## src/rtl/mult_hilo_sequencer.sv

```systemverilog
// Multi-cycle shift-add multiply sequencer owning the HI/LO pair, with pipeline stall generation.
// Optional mthi/mtlo write ports are enabled by defining HILO_WRITE_EN.
module mult_hilo_sequencer #(
    parameter int WIDTH          = 32,
    parameter int BITS_PER_CYCLE = 1
) (
    input  logic             clk,
    input  logic             rst,
    input  logic             start,
    input  logic             is_signed,
    input  logic [WIDTH-1:0] op_a,
    input  logic [WIDTH-1:0] op_b,
    input  logic             rd_hi,
    input  logic             rd_lo,
    input  logic             cancel,
`ifdef HILO_WRITE_EN
    input  logic             wr_hi,
    input  logic             wr_lo,
    input  logic [WIDTH-1:0] wr_data,
`endif
    output logic             stall,
    output logic             busy,
    output logic             done,
    output logic [WIDTH-1:0] hi_out,
    output logic [WIDTH-1:0] lo_out
);

    localparam int ITER  = WIDTH / BITS_PER_CYCLE;
    localparam int CNT_W = (ITER > 1) ? $clog2(ITER) : 1;
    localparam int AW    = 2 * WIDTH;
    localparam logic [CNT_W-1:0] LAST_CNT = CNT_W'(ITER - 1);

    typedef enum logic [1:0] {
        S_IDLE = 2'd0,
        S_RUN  = 2'd1,
        S_DONE = 2'd2
    } state_t;

    state_t           state_r;
    state_t           state_nxt_s;
    logic [AW-1:0]    acc_r;
    logic [AW-1:0]    mcand_r;
    logic [WIDTH-1:0] mplier_r;
    logic [CNT_W-1:0] count_r;
    logic             neg_r;
    logic [WIDTH-1:0] hi_r;
    logic [WIDTH-1:0] lo_r;
    logic             accept_s;
    logic             last_s;
    logic             dep_s;
    logic [AW-1:0]    acc_sum_s;
    logic [AW-1:0]    product_s;

    // Unsigned magnitude; the most negative value maps onto itself, which is correct as unsigned.
    function automatic logic [WIDTH-1:0] magnitude(input logic [WIDTH-1:0] v, input logic sgn);
        return (sgn && v[WIDTH-1]) ? -v : v;
    endfunction

    function automatic logic [AW-1:0] partial(input logic [AW-1:0] mcand,
                                              input logic [BITS_PER_CYCLE-1:0] bits);
        logic [AW-1:0] sum;
        sum = '0;
        for (int j = 0; j < BITS_PER_CYCLE; j++) begin
            sum = sum + (bits[j] ? (mcand << j) : '0);
        end
        return sum;
    endfunction

    // Acceptance, completion and datapath arithmetic decode.
    always_comb begin
        accept_s  = start & ~cancel & (state_r != S_RUN);
        last_s    = (state_r == S_RUN) && (count_r == LAST_CNT);
        acc_sum_s = acc_r + partial(mcand_r, mplier_r[BITS_PER_CYCLE-1:0]);
        product_s = neg_r ? -acc_sum_s : acc_sum_s;
`ifdef HILO_WRITE_EN
        dep_s     = start | rd_hi | rd_lo | wr_hi | wr_lo;
`else
        dep_s     = start | rd_hi | rd_lo;
`endif
    end

    // State register.
    always_ff @(posedge clk or posedge rst) begin
        if (rst) begin
            state_r <= S_IDLE;
        end else begin
            state_r <= state_nxt_s;
        end
    end

    // Next-state logic; cancel outranks both completion and a new start.
    always_comb begin
        state_nxt_s = S_IDLE;
        case (state_r)
            S_IDLE, S_DONE: begin
                if (accept_s) state_nxt_s = S_RUN;
                else          state_nxt_s = S_IDLE;
            end
            S_RUN: begin
                if (cancel)      state_nxt_s = S_IDLE;
                else if (last_s) state_nxt_s = S_DONE;
                else             state_nxt_s = S_RUN;
            end
            default: state_nxt_s = S_IDLE;
        endcase
    end

    // Output decode; only RUN can hold the pipeline.
    always_comb begin
        stall = 1'b0;
        busy  = 1'b0;
        done  = 1'b0;
        case (state_r)
            S_IDLE: begin
                stall = 1'b0;
            end
            S_RUN: begin
                busy  = 1'b1;
                stall = dep_s;
            end
            S_DONE: begin
                done  = 1'b1;
            end
            default: begin
                stall = 1'b0;
            end
        endcase
    end

    // Operand capture and one shift-add step per RUN cycle.
    always_ff @(posedge clk or posedge rst) begin
        if (rst) begin
            acc_r    <= '0;
            mcand_r  <= '0;
            mplier_r <= '0;
            count_r  <= '0;
            neg_r    <= 1'b0;
        end else if (accept_s) begin
            acc_r    <= '0;
            mcand_r  <= {{WIDTH{1'b0}}, magnitude(op_a, is_signed)};
            mplier_r <= magnitude(op_b, is_signed);
            count_r  <= '0;
            neg_r    <= is_signed & (op_a[WIDTH-1] ^ op_b[WIDTH-1]);
        end else if (state_r == S_RUN) begin
            acc_r    <= acc_sum_s;
            mcand_r  <= mcand_r << BITS_PER_CYCLE;
            mplier_r <= mplier_r >> BITS_PER_CYCLE;
            count_r  <= count_r + CNT_W'(1);
        end
    end

    // HI/LO only change on a completed product (or, optionally, a direct write outside RUN).
    always_ff @(posedge clk or posedge rst) begin
        if (rst) begin
            hi_r <= '0;
            lo_r <= '0;
        end else if (last_s && !cancel) begin
            hi_r <= product_s[AW-1:WIDTH];
            lo_r <= product_s[WIDTH-1:0];
        end
`ifdef HILO_WRITE_EN
        else if (state_r != S_RUN) begin
            if (wr_hi) hi_r <= wr_data;
            if (wr_lo) lo_r <= wr_data;
        end
`endif
    end

    assign hi_out = hi_r;
    assign lo_out = lo_r;

endmodule

```

## config.mk

```make
export PLATFORM = sky130hd
export DESIGN_NAME = mult_hilo_sequencer
export DESIGN_NICKNAME = d
export VERILOG_FILES = /design/src/rtl/mult_hilo_sequencer.sv
export SDC_FILE = /design/constraint.sdc
export NUM_CORES = 1
export LEC_CHECK = 0
export ABC_AREA = 1
export BUFFER_PORTS_ARGS = -buffer_cell sky130_fd_sc_hd__clkbuf_2
export CORE_ASPECT_RATIO = 1.75
export CORE_MARGIN = 5
export CORE_UTILIZATION = 35
export DETAILED_ROUTE_END_ITERATION = 8
export SLEW_MARGIN = 15
export SYNTH_ARGS = -nofsm -noshare
export SYNTH_HDL_FRONTEND = slang
export SYNTH_SLANG_ARGS = --single-unit
```

## constraint.sdc

```tcl
create_clock -name clk -period 8.42 [get_ports clk]
set_input_delay 0.421 -clock clk [delete_from_list [all_inputs] [get_ports clk]]
set_output_delay 0.421 -clock clk [all_outputs]
set_load 0.03 [all_outputs]
```

# Word level (Yosys, flattened, before mapping)
# Cells that the tools add are included.
# W data, S select, Z words.
[word_totals] latch_bits=0 wordCells=51 inputBits=71 mem_count=0 ff_bits=232 ramBits=0 rom_bits=0
[classes] n_div=0 reduce_logical=8 eq_ne=4 bitwise=7 muxes=19 order_cmp=0 mul=0 n_addsub=5 shifts=0
[ops] op="$mux W64" n=6
[ops] op="$mux W32" n=4
[ops] op="$add A64 B64 Y64" n=1
[ops] op="$neg A32 Y32" n=2
[ops] op="$neg A64 Y64" n=1
[ops] op="$mux W5" n=2
[ops] op="$add A5 B1 Y5 const B" n=1
[ops] op="$eq A5 B5 Y1 const B" n=1
[ops] op="$logic_and A1 B1 Y1" n=4
[ops] op="$mux W1" n=4
[ops] op="$mux W2" n=2
[ops] op="$pmux W2 S2" n=1
[ops] op="$and A1 B1 Y1" n=3
[ops] op="$eq A2 B1 Y1 const B" n=1
[ops] op="$eq A2 B2 Y1 const B" n=1
[ops] op="$logic_not A2 Y1" n=1
[ops] op="$ne A2 B1 Y1 const B" n=1
[ops] op="$or A1 B1 Y1" n=2
[ops] op="$reduce_bool A2 Y1" n=1
[ops] op="$reduce_or A2 Y1" n=1
[ops] op="$logic_not A1 Y1" n=1
[ops] op="$not A1 Y1" n=1
[ops] op="$xor A1 B1 Y1" n=1

# Longest topological paths before layout
[logic_depth] depth_word=5 ltp_mapped=29 mapped_depth_nobuf=27

# Worst setup path before layout
# No wires, ideal clock.
[synth_path] path_type="register -> register" startpoint="register mplier_r[0]" endpoint="register hi_r[26] (netlist: hi_out[26])" path_buffers=2 path_slack_ps=5048 required_ps=8303 stages_incl_launch_ff=24 setup_time_ps=117 arrival_time_ps=3254 period_less_slack_ps=3372 path_cell_list="dfrtp_1 -> clkbuf_1 -> clkbuf_1 -> nand2_1 -> inv_1 -> ha_1 -> inv_1 -> fa_1 -> ha_1 -> inv_1 -> nor2_1 -> nand3_1 -> nor2_1 -> nand2_1 -> nor2_2 -> nand3_2 -> nor2_1 -> nand2_1 -> nand2_2 -> nand2_4 -> nor2_4 -> nand3_1 -> nand3_1 -> nand2_1"
[synth_between] elab_chain_len=4
[synth_lines] item="from (decl)" line_no="43" source="logic [WIDTH-1:0] mplier_r;"
[synth_lines] item="from (signal assigned)" line_no="141" source="mplier_r <= magnitude(op_b, is_signed);"
[synth_lines] item="from (signal assigned)" line_no="147" source="mplier_r <= mplier_r >> BITS_PER_CYCLE;"
[synth_lines] item="$mux W64 *" line_no="64" source="sum = sum + (bits[j] ? (mcand << j) : '0);"
[synth_lines] item="$add A64 B64 Y64 *" line_no="73" source="acc_sum_s = acc_r + partial(mcand_r, mplier_r[BITS_PER_CYCLE-1:0]);"
[synth_lines] item="$neg A64 Y64" line_no="74" source="product_s = neg_r ? -acc_sum_s : acc_sum_s;"
[synth_lines] item="$mux W64 *" line_no="74"
[synth_lines] item="to (signal assigned)" line_no="158" source="hi_r <= product_s[AW-1:WIDTH];"
[synth_lines] item="to (decl)" line_no="46" source="logic [WIDTH-1:0] hi_r;"
# Every way passes the cells marked *; elsewhere a longest branch is shown, timed or not.
# A chain may end at the register's enable or synchronous reset.

# Final worst setup path
[layout_path] startpoint="register mplier_r[0]" endpoint="register hi_r[16] (netlist: hi_out[16])"
# The elaborated chain is that of the path after synthesis.

==> flow_summary.ini <==
[run_status]
status = finished clean

[routing]
via_per_inst = 5.117
num_vias = 20330
drtIter0Drc = 1337
antenna_left = 0
drc = 0
wl_per_cell_um = 19.57
dr.pass1.iters = 6
wl_um = 77760

[timing]
finalCritPeriodShare = 0.5943
setup_viol = 0
hold_violations = 0
setup_tns_ns = 0
rsz0062_at_grt = false
period_needed_ns = 5.004
fin_ws_ns = 3.416
maxSlewHeadroom = 0.2106
worst_pin_slew_ns = 1.184
fmax_mhz = 199.9
slew_violations = 0
finalClockSkew_ns = 0.02309

[die]
start_util = 0.3536
die_x_um = 187.0
boundaryPins = 138
chipHeight_um = 319.8
dieArea_um2 = 59820
rows = 113
core-area_um2 = 54290

[setup_path]
max_stage_delay_ns = 0.71
cp-startpoint = mplier_r[0]
critPathRequiredTime_ns = 8.92
cp_max_fo = 39
cp-start-kind = flip-flop
cp.arrival_ns = 5.51
path_class = reg -> reg
r2r_cells = 25
reg2reg_to = hi_out[16]
critPathCaptureType = flip-flop
rrSetupSlack_ns = 3.42
path_common_cell = nand2_1
cp_slowest_cell = dfrtp_2
reg2reg_from = mplier_r[0]

[final_layout]
finish.utilization = 0.3938
antenna_cells = 0
final_cell_mix = 1170 x nand2_1, 581 x inv_1, 241 x nor2_1
drive_gt1_frac = 0.08952
layout_commonest_cell = nand2_1
area_growth_pct = 11.36
final_cells = 3974
nets = 3405

[power_and_ir_drop]
leakage_nw = 12.22
power.density_nw_per_um2 = 225.4
ir_worst_vdd_uv = 158.6

[cts]
clkTransAtPathRegs_ns = 0.06
cts_hold_buf = 0
post-cts-setup-buffers = 0
cts_made_buffers = 25
clockBufferDepth = 3
cts_resized = 0
cts_tree = built
clock-sinks = 232
cts-root-buf = clkbuf_16
cts.htree.levels = 1
insertion_delay_ns = 0.57

[global_route]
grt_max_degree = 139
grt_first_pass_wirelength_um = 117800
grt_pass1_vias = 20230
gr-total-overflow = 0
gr-usage-all-layers = 0.2540
antenna_found_initial = 0

[synthesis]
avgSynthCellArea_um2 = 6.060
netlist_area_um2 = 19200
synth_warnings = 0
synth_cell_types = 48
synth_seq_cells = 232
syn-instance-count = 3168
ys_seq_area_frac = 0.3024
syn_nets = 3308

[place]
post-place-ws_ns = 3.625
hpwl_um = 62750
placedCellCount = 3928
place.gp.congestion = 1.070
portBuffers = 137

[worst_hold_path]
hold_path.class = in -> async

[run]
cap_violations = 0
## state kept, by name (all words and copies together), names as in the netlist
signal    count
state_r       2
mcand_r      64
hi_out       32
count_r       5
neg_r         1
acc_r        64
lo_out       32
mplier_r     32
## worst max path at each step
stage,end,slack (ns),depth (start not counted)
finish,hi_out[16],3.42,25
global route,hi_out[16],3.03,25
CTS,hi_out[11],3.61,26
detailed placement,hi_out[11],3.63,26
global placement,hi_out[11],3.64,26
floorplan,acc_r[0],1.64,1
## where the power goes
group / internal, W / switching [W] / leakage, nW / total (W)
registers: 0.00129 / 0.000174 / 3.12 / 0.00147
logic: 0.000659 / 0.00154 / 8.70 / 0.00220
clock network: 0.000630 / 0.000518 / 0.404 / 0.00115
## routing by layer
| layer | track usage | vias up | part of all wire |
|---|---|---|---|
| li1 | - | 10030 | - |
| met1 | 0.2542 | 9368 | 0.34 |
| met2 | 0.4612 | 673 | 0.51 |
| met3 | 0.02935 | 258 | 0.044 |
| met4 | 0.2250 | 0 | 0.11 |
| met5 | 0 | - | 0 |
## cell usage after synthesis (all sizes together)
master / number / area share
dfrtp: 232 / 0.30
xor2: 39 / 0.018
fa: 1 / 0.0010
nor2: 273 / 0.060
xnor2: 19 / 0.0087
a31o: 1 / 0.00046
o31ai: 2 / 0.00078
nand2: 1203 / 0.24
a21oi: 79 / 0.021
o211ai: 10 / 0.0039
nand3: 205 / 0.056
o221ai: 33 / 0.015
buf: 15 / 0.0033
o2111ai: 2 / 0.00091
inv: 598 / 0.12
o32ai: 1 / 0.00046
clkbuf: 63 / 0.012
a32o: 3 / 0.0016
and2: 4 / 0.0013
a31oi: 3 / 0.00098
o22ai: 39 / 0.013
ha: 68 / 0.044
o41ai: 1 / 0.00046
o21ai: 176 / 0.046
o21a: 1 / 0.00039
clkinv: 5 / 0.00098
nand3b: 8 / 0.0031
nor3: 26 / 0.0079
and3: 4 / 0.0013
nor4: 4 / 0.0013
nand4: 37 / 0.012
a21o: 1 / 0.00039
a22o: 1 / 0.00046
o21bai: 10 / 0.0041
a22oi: 1 / 0.00039
## stage by stage
step / power [W] / hold slack, ns / area [um^2]
2_1_floorplan: 0.002955 / 0.4439 / 19200
3_3_place_gp: 0.003661 / 0.4614 / 20570
3_5_place_dp: 0.003670 / 0.4657 / 20570
4_1_cts: 0.004828 / 0.1177 / 21380
5_1_grt: 0.005130 / 0.1381 / 21380
6_report: 0.004818 / 0.07717 / 21380
## final cells by class
type	instances	area (um^2)
inverters	603	2272
repair buffers	148	768.2
clock buffers	30	664.4
flip-flops and latches	232	5808
well taps	690	863.3
fillers	6068	32910
clock inverters	16	148.9
multi-input cells	2255	10850
## critical path: cells and delay by family, from the launching register on
kind | cells | cell delay, ns
buffers and inverters | 5 | 0.90
AND/OR/NAND/NOR | 19 | 2.96
flip-flops | 1 | 0.71
adder cells (fa/ha/maj) | 1 | 0.33
## kinds of logic after synthesis
logic type                 after synthesis  share of synthesized area
and+or+nand+nor                       1764                     0.3826
buffers and inverters                  681                     0.1335
AOI/OAI and AO/OA                      364                     0.1097
DFF                                    232                     0.3024
adders and majority gates               69                    0.04536
xor gates and xnor gates                58                    0.02646
(Power assumes the default switching activity.)
